==> src/rtl/pengo_pkg.sv <==
// Shared types and constants for the pengo core glue logic.
package pengo_pkg;

   typedef enum logic [2:0] {
      ARB_IDLE,
      ARB_WAIT_VB,
      ARB_SETTLE,
      ARB_GRANT,
      ARB_RELEASE
   } arb_state_t;

   // 10 seconds of clk at 24 MHz
   localparam int unsigned DIM_10S_24M = 240000000;

   // Width of a counter that must hold the values 0 .. n-1 (at least one bit).
   function automatic int unsigned cnt_width(input int unsigned n);
      return (n > 2) ? $clog2(n) : 1;
   endfunction

endpackage

==> src/rtl/hs_ram_arbiter_if.sv <==
// Signals between hps_io/hiscore, the core top level and the work-RAM arbiter.
interface hs_ram_arbiter_if;
   import pengo_pkg::*;

   logic       pause_btn;
   logic       vblank;
   // hs_req is a level held by the hiscore engine for as long as it needs the RAM;
   // hs_grant rises only once the core is halted past a vblank, stays high while
   // hs_req stays high, and falls the cycle after hs_req drops.
   logic       hs_req;
   logic       hs_grant;
   logic       ram_sel;
   logic       pause_out;
   logic       user_paused;
   logic       dim_out;
   arb_state_t state;

   modport slave (
      input  pause_btn, vblank, hs_req,
      output hs_grant, ram_sel, pause_out, user_paused, dim_out, state
   );

   modport master (
      output pause_btn, vblank, hs_req,
      input  hs_grant, ram_sel, pause_out, user_paused, dim_out, state
   );

endinterface

==> src/rtl/pause_dim_timer.sv <==
// User pause toggle and the screen-dim timer that runs while the user pause is held.
module pause_dim_timer
   import pengo_pkg::*;
#(
   parameter int unsigned DIM_CYCLES = DIM_10S_24M,
   parameter int unsigned TIMER_W    = 28
) (
   input  logic clk,
   input  logic reset_n,
   input  logic pause_btn,
   output logic user_paused,
   output logic user_paused_nxt,
   output logic dim_out
);

   localparam logic [TIMER_W-1:0] DIM_LIMIT = TIMER_W'(DIM_CYCLES);

   logic               btn_d1;
   logic [TIMER_W-1:0] timer;

   // The arbiter registers pause_out from the next toggle value so both flip together.
   assign user_paused_nxt = user_paused ^ (pause_btn & ~btn_d1);

   always_ff @(posedge clk or negedge reset_n) begin
      if (!reset_n) begin
         btn_d1      <= 1'b0;
         user_paused <= 1'b0;
         timer       <= '0;
         dim_out     <= 1'b0;
      end else begin
         btn_d1      <= pause_btn;
         user_paused <= user_paused_nxt;
         if (!user_paused) begin
            timer <= '0;
         end else if (timer < DIM_LIMIT) begin
            timer <= timer + 1'b1;
         end
         // Gating with user_paused drops dim one cycle after unpause instead of two.
         dim_out     <= user_paused && (timer >= DIM_LIMIT);
      end
   end

endmodule

==> src/rtl/hs_ram_arbiter.sv <==
// Work-RAM port arbiter between the CPU and the hiscore engine, plus the combined core pause.
// The port is handed over only after the core is halted and a fresh vblank edge has settled.
module hs_ram_arbiter
   import pengo_pkg::*;
#(
   parameter int unsigned SETTLE_CYCLES = 4,
   parameter int unsigned DIM_CYCLES    = DIM_10S_24M,
   parameter int unsigned TIMER_W       = 28
) (
   input  logic            clk,
   input  logic            reset_n,
   hs_ram_arbiter_if.slave bus
);

   localparam int unsigned      CNT_W       = cnt_width(SETTLE_CYCLES);
   localparam logic [CNT_W-1:0] SETTLE_LAST = CNT_W'(SETTLE_CYCLES - 1);

   arb_state_t       state;
   arb_state_t       state_nxt;
   logic [CNT_W-1:0] cnt;
   logic [CNT_W-1:0] cnt_nxt;
   logic             vblank_d1;
   logic             vb_rise;
   logic             grant_q;
   logic             pause_q;
   logic             user_paused;
   logic             user_paused_nxt;
   logic             dim;

   pause_dim_timer #(
      .DIM_CYCLES (DIM_CYCLES),
      .TIMER_W    (TIMER_W)
   ) u_pause_dim (
      .clk             (clk),
      .reset_n         (reset_n),
      .pause_btn       (bus.pause_btn),
      .user_paused     (user_paused),
      .user_paused_nxt (user_paused_nxt),
      .dim_out         (dim)
   );

   // vblank_d1 tracks every cycle, so a vblank already high on entry never looks like an edge.
   assign vb_rise = bus.vblank & ~vblank_d1;

   always_comb begin
      state_nxt = state;
      cnt_nxt   = cnt;
      case (state)
         ARB_IDLE: begin
            if (bus.hs_req) state_nxt = ARB_WAIT_VB;
         end
         ARB_WAIT_VB: begin
            if (!bus.hs_req) begin
               state_nxt = ARB_IDLE;
            end else if (vb_rise) begin
               state_nxt = ARB_SETTLE;
               cnt_nxt   = '0;
            end
         end
         ARB_SETTLE: begin
            if (!bus.hs_req) begin
               state_nxt = ARB_IDLE;
            end else if (cnt == SETTLE_LAST) begin
               state_nxt = ARB_GRANT;
            end else begin
               cnt_nxt = cnt + 1'b1;
            end
         end
         ARB_GRANT: begin
            if (!bus.hs_req) state_nxt = ARB_RELEASE;
         end
         ARB_RELEASE: begin
            state_nxt = ARB_IDLE;
         end
         default: begin
            state_nxt = ARB_IDLE;
         end
      endcase
   end

   always_ff @(posedge clk or negedge reset_n) begin
      if (!reset_n) begin
         state     <= ARB_IDLE;
         cnt       <= '0;
         vblank_d1 <= 1'b0;
         grant_q   <= 1'b0;
         pause_q   <= 1'b0;
      end else begin
         state     <= state_nxt;
         cnt       <= cnt_nxt;
         vblank_d1 <= bus.vblank;
         grant_q   <= (state_nxt == ARB_GRANT);
         pause_q   <= user_paused_nxt | (state_nxt != ARB_IDLE);
      end
   end

   // One flop drives both so grant and mux select can never disagree.
   assign bus.hs_grant    = grant_q;
   assign bus.ram_sel     = grant_q;
   assign bus.pause_out   = pause_q;
   assign bus.user_paused = user_paused;
   assign bus.dim_out     = dim;
   assign bus.state       = state;

endmodule

==> src/flat_wrapper.sv <==
// flat-port wrapper written by rule: the top's interface ports become plain ports
module hs_ram_arbiter_flat import pengo_pkg::*;
#(
   parameter int unsigned SETTLE_CYCLES = 4,
   parameter int unsigned DIM_CYCLES    = DIM_10S_24M,
   parameter int unsigned TIMER_W       = 28
)
  (clk, reset_n, bus_pause_btn, bus_vblank, bus_hs_req, bus_hs_grant, bus_ram_sel, bus_pause_out, bus_user_paused, bus_dim_out, bus_state);
  hs_ram_arbiter_if bus_i ();
  input  logic clk;
  input  logic reset_n;
  input wire logic [$bits(bus_i.pause_btn)-1:0] bus_pause_btn;
  input wire logic [$bits(bus_i.vblank)-1:0] bus_vblank;
  input wire logic [$bits(bus_i.hs_req)-1:0] bus_hs_req;
  output wire logic [$bits(bus_i.hs_grant)-1:0] bus_hs_grant;
  output wire logic [$bits(bus_i.ram_sel)-1:0] bus_ram_sel;
  output wire logic [$bits(bus_i.pause_out)-1:0] bus_pause_out;
  output wire logic [$bits(bus_i.user_paused)-1:0] bus_user_paused;
  output wire logic [$bits(bus_i.dim_out)-1:0] bus_dim_out;
  output wire logic [$bits(bus_i.state)-1:0] bus_state;
  assign bus_i.pause_btn = bus_pause_btn;
  assign bus_i.vblank = bus_vblank;
  assign bus_i.hs_req = bus_hs_req;
  assign bus_hs_grant = bus_i.hs_grant;
  assign bus_ram_sel = bus_i.ram_sel;
  assign bus_pause_out = bus_i.pause_out;
  assign bus_user_paused = bus_i.user_paused;
  assign bus_dim_out = bus_i.dim_out;
  assign bus_state = bus_i.state;
  hs_ram_arbiter #(.SETTLE_CYCLES(SETTLE_CYCLES), .DIM_CYCLES(DIM_CYCLES), .TIMER_W(TIMER_W)) u_core (.clk(clk), .reset_n(reset_n), .bus(bus_i));
endmodule
==> config.mk <==
export PLATFORM = sky130hd
export DESIGN_NAME = hs_ram_arbiter_flat
export DESIGN_NICKNAME = d
export VERILOG_FILES = /design/src/rtl/pengo_pkg.sv /design/src/rtl/hs_ram_arbiter_if.sv /design/src/rtl/pause_dim_timer.sv /design/src/rtl/hs_ram_arbiter.sv /design/src/flat_wrapper.sv
export SDC_FILE = /design/constraint.sdc
export NUM_CORES = 1
export LEC_CHECK = 0
export CAP_MARGIN = 30
export CORE_UTILIZATION = 50
export DETAILED_ROUTE_END_ITERATION = 10
export MAX_ROUTING_LAYER = met4
export PLACE_DENSITY = 0.8
export SYNTH_ARGS = -nofsm -noshare
export SYNTH_HDL_FRONTEND = slang
export SYNTH_SLANG_ARGS = --single-unit
==> constraint.sdc <==
create_clock -name clk -period 3.96 [get_ports clk]
set_input_delay 0.396 -clock clk [delete_from_list [all_inputs] [get_ports clk]]
set_output_delay 0.396 -clock clk [all_outputs]
set_load 0.02 [all_outputs]
==> key figures, run 1 <==
Status
  – Status: completed

Final layout
  – Fin util: 59.46%
  – Reg area: 975.9 um2
  – Fillers: 345
  – Layout cells sized above 1: 12.26%
  – Final Net Count: 219
  – Antenna Diode Count: 0
  – Most frequent cells in the layout: dfrtp_1, and2_1, xor2_1, nand2_1, clkdlybuf4s50_1
  – Area added between synthesis and finish: 11.61%
  – Area of the multi-input gates: 0.001130 mm2
  – Commonest non-fill, non-tap cell in the layout: dfrtp_1

CTS
  – Root Driver: clkbuf_8
  – Worst-path clk slew: 0.08 ns
  – Max clock buf depth: 2
  – H-tree depth: 2
  – CTS Sinks: 39
  – Total CTS buffers: 5
  – Hold-fix buffers, CTS: 0
  – Post-CTS setup buffer count: 0
  – Worst skew pair latency: 0.29 ns
  – Post-CTS Resized: 0
  – CTS tree: built

STA
  – Unrepaired setup endpoints after global routing: false
  – Worst-margin pin slew: 0.8322 ns
  – Fmax: 470.4 MHz
  – Setup TNS: 0 ns
  – Final setup vio count: 0
  – Fin crit period: 2.126 ns
  – Max Clock Skew: 0.004883 ns
  – Final Hold Vio Count: 0
  – Slew headroom: 44.52%
  – Final WS setup: 1.834 ns
  – Final Max Slew Viols: 0
  – Part of the cycle the worst path needs: 53.68%

Route
  – Metal3 WL: 70 um
  – Top layer in use: met4
  – WL met1: 1.736 mm
  – DRC Markers: 0
  – WL met2: 1.758 mm
  – Vias after detailed routing: 1457
  – Final antenna-violating net count: 0
  – Wirelength, routed: 3.620 mm
  – DR iter-0 viols: 67
  – Via density: 5.561
  – Routed WL per cell: 13.82 um
  – DR pass1 iterations: 4

Place
  – Post-Place Worst Slack: 1.891 ns
  – Post-DP HPWL: 2.417 mm
  – Final GP Congestion: 0.7813
  – PortBufs: 12

Setup path
  – Startpoint types: flop
  – Critical path class: reg2reg
  – Crit end category: flop
  – Req. time, crit path: 4.18 ns
  – Worst Path Arrival: 2.35 ns
  – Worst Path Max Fanout: 23
  – R2r worst-path depth: 5

GRT
  – Global route overflow: 0
  – First-pass GRT wire length: 6.279 mm
  – Number of global-route vias before repair: 1427
  – Initial antenna violation count: 0
  – Largest net degree at the start of global routing: 40
  – Total track usage: 18.55%

Floorplanning
  – Die Wd: 67.99 um
  – Starting Density: 53.28%
  – Rows: 23
  – Vert. Die Dim: 67.99 um
  – IO Pins: 13
  – CORE AREA: 0.004086 mm2
  – Die area: 0.004622 mm2

Yosys
  – Post-Synthesis Cells: 200
  – Simple-Gate Fraction of Synth Area: 24.77%
  – Main combinational cell family by area after synthesis: simple AND/OR/NAND/NOR gates
  – Adder-Cell Fraction of Synth Area: 1.724%
  – Syn avg cell area: 10.89 um2
  – Post-synthesis mux area share: 2.414%
  – Post-synthesis cell area: 0.002177 mm2
  – Synth cell types: 43
  – Synth Register Bits: 39
  – Post-Synth XOR/XNOR Area: 9.253%
  – Post-Syn Nets: 208
  – Synth Area in Compound Gates: 13.74%
  – Warnings from Yosys: 0
  – Sequential area share after synthesis: 44.83%

Power
  – Pleak: 1.134 nW
  – Proportion of power drawn by the clock network: 36.0%
  – Power share of the combinational group: 16.9%
  – Reg power frac: 47.0%
  – Worst VDD drop: 288.6 uV
  – Switch share: 28.06%
  – Pwr Density: 388.1 mW/mm2
  – Pint: 678.3 uW
  – NetSw: 264.6 uW

Worst hold path
  – HP Class: in2async

Run
  – Max Cap Viol: 0
stage by stage:
stage               hold slack [ns]  instance area (um2)  power [mW]  instances
finish                       0.1977                 2430      0.9429        262
global route                 0.2792                 2430      0.9908        262
CTS                          0.2323                 2430      0.9572        262
detailed placement           0.4825                 2313      0.6143        254
global placement             0.4777                 2313      0.6100        254
floorplan                    0.1004                 2177      0.5519        200
synth_stat cells, drive strengths merged:
cell | number | area share [%]
mux2i | 3 | 1.4
nor2b | 4 | 1.1
clkbuf | 4 | 0.69
dfrtp | 39 | 45
o311ai | 1 | 0.40
a21oi | 9 | 2.1
nor4 | 2 | 1.6
o41ai | 1 | 0.40
and3b | 1 | 0.40
nand2 | 12 | 2.1
a21boi | 2 | 0.69
nor3 | 3 | 0.69
a2bb2oi | 1 | 0.40
inv | 6 | 1.0
o21bai | 1 | 0.34
xnor2 | 5 | 2.0
nand2b | 7 | 2.0
a2111oi | 6 | 4.7
and3 | 4 | 1.1
ha | 3 | 1.7
nor3b | 4 | 1.4
nor2 | 4 | 0.69
a211oi | 8 | 3.8
nand4b | 1 | 0.40
and2 | 25 | 7.2
nand4 | 4 | 2.1
o21a | 2 | 0.69
mux2 | 2 | 1.0
xor2 | 18 | 7.2
nand3b | 1 | 0.92
and4 | 3 | 1.2
buf | 5 | 1.6
nand3 | 8 | 1.8
o21ai | 1 | 0.23
cells by family (layout without fill, tap and decap cells):
family                     Yosys count  count (layout)
AOI/OAI and AO/OA                   32              32
xor gates and xnor gates            23              23
adders and majority gates            3               3
buffers and inverters               15              27
DFF                                 39              39
muxes                                5               5
and+or+nand+nor                     83              83
final cells by class:
cell class                 count  area share (%)
timing repair buffer          13           5.046
inverter                       6          0.9269
sequential                    39           40.16
clock inverter                 3           1.957
multi-input combinational    146           46.50
clock buffer                   5           2.832
tap                           50           2.575
power by group through the flow:
stage / Clock (mW) / Combinational [mW] / Sequential, mW
2_1_floorplan: 0 / 0.0845 / 0.467
3_3_place_gp: 0 / 0.159 / 0.451
3_5_place_dp: 0 / 0.163 / 0.451
4_1_cts: 0.349 / 0.165 / 0.444
5_1_grt: 0.364 / 0.179 / 0.449
6_report: 0.340 / 0.160 / 0.444
state kept, by name, indices dropped and copies added, names as in the netlist:
register / cells
u_core.bus.hs_grant: 1
u_core.bus.pause_out: 1
u_core.bus.state: 3
u_core.cnt: 2
u_core.u_pause_dim.btn_d1: 1
u_core.u_pause_dim.dim_out: 1
u_core.u_pause_dim.timer: 28
u_core.u_pause_dim.user_paused: 1
u_core.vblank_d1: 1
worst max-delay path, cell delays in order (launching register included):
cell      delay (ns)
dfrtp_1         0.46
nor4_4          0.43
nand3b_4        0.33
and2_1          0.33
nor3b_1         0.29
mux2i_1         0.21
path summary, 6_finish.rpt:
check	slack (ns)	from	to
setup / recovery	1.83	u_core.u_pause_dim.timer[24]$_DFFE_PN0P_	u_core.u_pause_dim.timer[17]$_DFFE_PN0P_
hold / removal	0.20	reset_n	u_core.u_pause_dim.timer[25]$_DFFE_PN0P_
setup reg to reg	1.83	u_core.u_pause_dim.timer[24]$_DFFE_PN0P_	u_core.u_pause_dim.timer[17]$_DFFE_PN0P_
hold reg to reg	0.50	u_core.u_pause_dim.timer[27]$_DFFE_PN0P_	u_core.u_pause_dim.timer[27]$_DFFE_PN0P_
max in group asynchronous	3.24	reset_n	u_core.u_pause_dim.timer[13]$_DFFE_PN0P_
min in group clk	0.50	u_core.u_pause_dim.timer[27]$_DFFE_PN0P_	u_core.u_pause_dim.timer[27]$_DFFE_PN0P_
metal layers:
layer / vias up / GRT usage (%)
li1: 717 / -
met2: 17 / 29.90
met3: 6 / 3.500
met5: - / -
met1: 717 / 23.22
met4: 0 / 6.510
No activity file was read; power rests on OpenSTA's default activity.
==> run 2, diff against run 1 <==
clock period = 2.2 ns   (was 3.96 ns; I/O delays follow)
==> run 2 against run 1 <==
Compared with the run above: first-iteration DRC count up 12%; largest power group unchanged; final cell count up 2.3%; critical endpoint is now u_core.u_pause_dim.timer[11]$_DFFE_PN0P_; register-to-register slack worse by 1.7 ns; total power up 70%; largest cell class unchanged; critical path depth up 2; combinational power up 83%; utilization up 0.98 points; setup slack worse by 1.7 ns; global-route usage up 1.8 points; sequential power up 80%.
==> key figures, run 2 (same netlist as run 1, synthesis figures left out) <==
Setup path
  – Crit end category: flop (unchanged)
  – R2r worst-path depth: 7 (was 5)
  – Req. time, crit path: 2.39 ns (was 4.18 ns)
  – Reg2reg end: u_core.u_pause_dim.timer[11]$_DFFE_PN0P_ (was u_core.u_pause_dim.timer[17]$_DFFE_PN0P_)
  – Startpoint types: flop (unchanged)
  – Critical R2R Launch: u_core.u_pause_dim.timer[20]$_DFFE_PN0P_ (was u_core.u_pause_dim.timer[24]$_DFFE_PN0P_)
  – Critical path class: reg2reg (unchanged)
  – Worst Path Max Fanout: 7 (was 23)
  – Reg2reg setup slack: 0.16 ns (was 1.83 ns)
  – Worst Path Arrival: 2.22 ns (was 2.35 ns)

STA
  – Fin crit period: 2.035 ns (was 2.126 ns)
  – Final setup vio count: 0 (unchanged)
  – Final Max Slew Viols: 0 (unchanged)
  – Worst-margin pin slew: 0.8403 ns (was 0.8322 ns)
  – Final WS setup: 0.1649 ns (was 1.834 ns)
  – Final Hold Vio Count: 0 (unchanged)
  – Slew headroom: 43.98% (was 44.52%)
  – Fmax: 491.4 MHz (was 470.4 MHz)
  – Max Clock Skew: 0.001727 ns (was 0.004883 ns)
  – Part of the cycle the worst path needs: 92.50% (was 53.68%)
  – Unrepaired setup endpoints after global routing: false (unchanged)
  – Setup TNS: 0 ns (unchanged)

Final layout
  – Biggest regs: u_core.u_pause_dim.timer: 28 flops, u_core.bus.state: 3 flops, u_core.cnt: 2 flops (unchanged)
  – Fillers: 337 (was 345)
  – Area added between synthesis and finish: 13.45% (was 11.61%)
  – Layout cells sized above 1: 14.68% (was 12.26%)
  – Most frequent cells in the layout: dfrtp_1, and2_1, xor2_1, nand2_1, clkdlybuf4s50_1 (unchanged)
  – Final Net Count: 225 (was 219)
  – Max reg flops: 28 (unchanged)
  – Antenna Diode Count: 0 (unchanged)
  – Fin cells: 268 (was 262)
  – Reg with most FFs: u_core.u_pause_dim.timer (unchanged)
  – Commonest non-fill, non-tap cell in the layout: dfrtp_1 (unchanged)

Route
  – DR iter-0 viols: 75 (was 67)
  – DR pass1 iterations: 4 (unchanged)
  – DRC Markers: 0 (unchanged)
  – Final antenna-violating net count: 0 (unchanged)
  – Routed WL per cell: 14.81 um (was 13.82 um)
  – Wirelength, routed: 3.968 mm (was 3.620 mm)
  – Vias after detailed routing: 1508 (was 1457)
  – Via density: 5.627 (was 5.561)

Floorplanning
  – Die Wd: 67.99 um (unchanged)
  – Rows: 23 (unchanged)
  – Starting Density: 53.28% (unchanged)
  – Vert. Die Dim: 67.99 um (unchanged)
  – CORE AREA: 0.004086 mm2 (unchanged)
  – Die area: 0.004622 mm2 (unchanged)
  – IO Pins: 13 (unchanged)

Place
  – Final GP Congestion: 0.8075 (was 0.7813)
  – Post-Place Worst Slack: 0.1141 ns (was 1.891 ns)
  – PortBufs: 12 (unchanged)
  – Cells after DPL: 257 (was 254)
  – Post-DP HPWL: 2.702 mm (was 2.417 mm)

Power
  – Pint: 1.133 mW (was 678.3 uW)
  – NetSw: 474.1 uW (was 264.6 uW)
  – Pwr Density: 650.7 mW/mm2 (was 388.1 mW/mm2)
  – Pleak: 1.167 nW (was 1.134 nW)
  – Proportion of power drawn by the clock network: 31.9% (was 36.0%)
  – Worst VDD drop: 797.8 uV (was 288.6 uV)
  – Reg power frac: 49.8% (was 47.0%)
  – Power share of the combinational group: 18.3% (was 16.9%)
  – Switch share: 29.50% (was 28.06%)

GRT
  – First-pass GRT wire length: 6.624 mm (was 6.279 mm)
  – Largest net degree at the start of global routing: 40 (unchanged)
  – Total track usage: 20.34% (was 18.55%)
  – Number of global-route vias before repair: 1456 (was 1427)
  – Global route overflow: 0 (unchanged)
  – Initial antenna violation count: 0 (unchanged)

Run
  – Max Cap Viol: 0 (unchanged)

CTS
  – Worst skew pair latency: 0.29 ns (about the same)
  – CTS Sinks: 39 (unchanged)
  – CTS tree: built (unchanged)
  – Worst-path clk slew: 0.08 ns (about the same)
  – Max clock buf depth: 2 (unchanged)
  – H-tree depth: 2 (unchanged)
  – Root Driver: clkbuf_8 (unchanged)
  – Total CTS buffers: 5 (unchanged)

Status
  – Status: completed (unchanged)

Worst hold path
  – HP Class: in2async (unchanged)
run 2: cell count changes in the layout (fill, tap and decap cells not counted), sizes merged:
| cell | delta |
|---|---|
| clkbuf | +1 |
| inv | -1 |
| bufinv | -1 |
| clkinvlp | +1 |
| nand3b | +1 |
| buf | +5 |
run 2: layout make-up:
cell class                 instances  area (um2)  share of cell area (%)
multi-input combinational        147        1150                   46.56
sequential                        39       975.9                   39.51
timing repair buffer              18       160.2                   6.484
clock buffer                       6       82.58                   3.343
tap                               50       62.56                   2.533
inverter                           6       22.52                  0.9119
clock inverter                     2       16.27                  0.6586
run 2: how the worst max path moves through the flow:
| stage | end | start | slack, ns | cells after the start |
|---|---|---|---|---|
| floorplan | u_core.u_pause_dim.timer[25]$_DFFE_PN0P_ | u_core.u_pause_dim.timer[24]$_DFFE_PN0P_ | 0.38 | 6 |
| global placement | u_core.u_pause_dim.timer[10]$_DFFE_PN0P_ | u_core.u_pause_dim.timer[24]$_DFFE_PN0P_ | 0.19 | 5 |
| detailed placement | u_core.u_pause_dim.timer[21]$_DFFE_PN0P_ | u_core.u_pause_dim.timer[24]$_DFFE_PN0P_ | 0.11 | 5 |
| CTS | u_core.u_pause_dim.timer[10]$_DFFE_PN0P_ | u_core.u_pause_dim.timer[24]$_DFFE_PN0P_ | 0.10 | 5 |
| global route | u_core.u_pause_dim.timer[11]$_DFFE_PN0P_ | u_core.u_pause_dim.timer[24]$_DFFE_PN0P_ | 0.05 | 6 |
| finish | u_core.u_pause_dim.timer[11]$_DFFE_PN0P_ | u_core.u_pause_dim.timer[20]$_DFFE_PN0P_ | 0.16 | 7 |
run 2: timing repair:
item / in CTS / in global routing
endpoints found under the setup margin: 0 / 4
hold buffers: 0 / 0
gates resized for setup: 0 / 1
buffers inserted: 0 / 2
run 2: power groups by stage:
stage / Sequential, mW / Combinational [mW] / Clock (mW)
after global routing: 0.807 / 0.332 / 0.561
after detailed placement: 0.815 / 0.295 / 0
after floorplan: 0.841 / 0.152 / 0
final: 0.801 / 0.293 / 0.513
after CTS: 0.801 / 0.298 / 0.533
after global placement: 0.813 / 0.290 / 0
run 2: stage by stage:
stage / utilization (%) / total power, mW / cell area, um2 / hold WS [ns]
after floorplan: - / 0.9934 / 2177 / -0.07559
after global placement: 57.16 / 1.103 / 2336 / 0.3790
after detailed placement: 57.16 / 1.110 / 2336 / 0.3800
after CTS: 59.58 / 1.631 / 2435 / 0.05037
after global routing: 60.44 / 1.700 / 2470 / 0.1096
final: 60.44 / 1.607 / 2470 / 0.02718
run 2: critical path, cell delays in order (launching register included):
cell	delay, ns
dfrtp_1	0.46
nor4_4	0.29
buf_4	0.19
a211oi_4	0.09
buf_4	0.18
a2111oi_2	0.42
xor2_1	0.12
and2_1	0.18
run 2: metal layers:
layer	vias to the layer above	wire, um	track usage, %
met3	6	97	5.000
met4	0	64	7.813
met2	16	2004	32.11
met1	747	1801	25.03
met5	-	0	-
li1	739	-	-
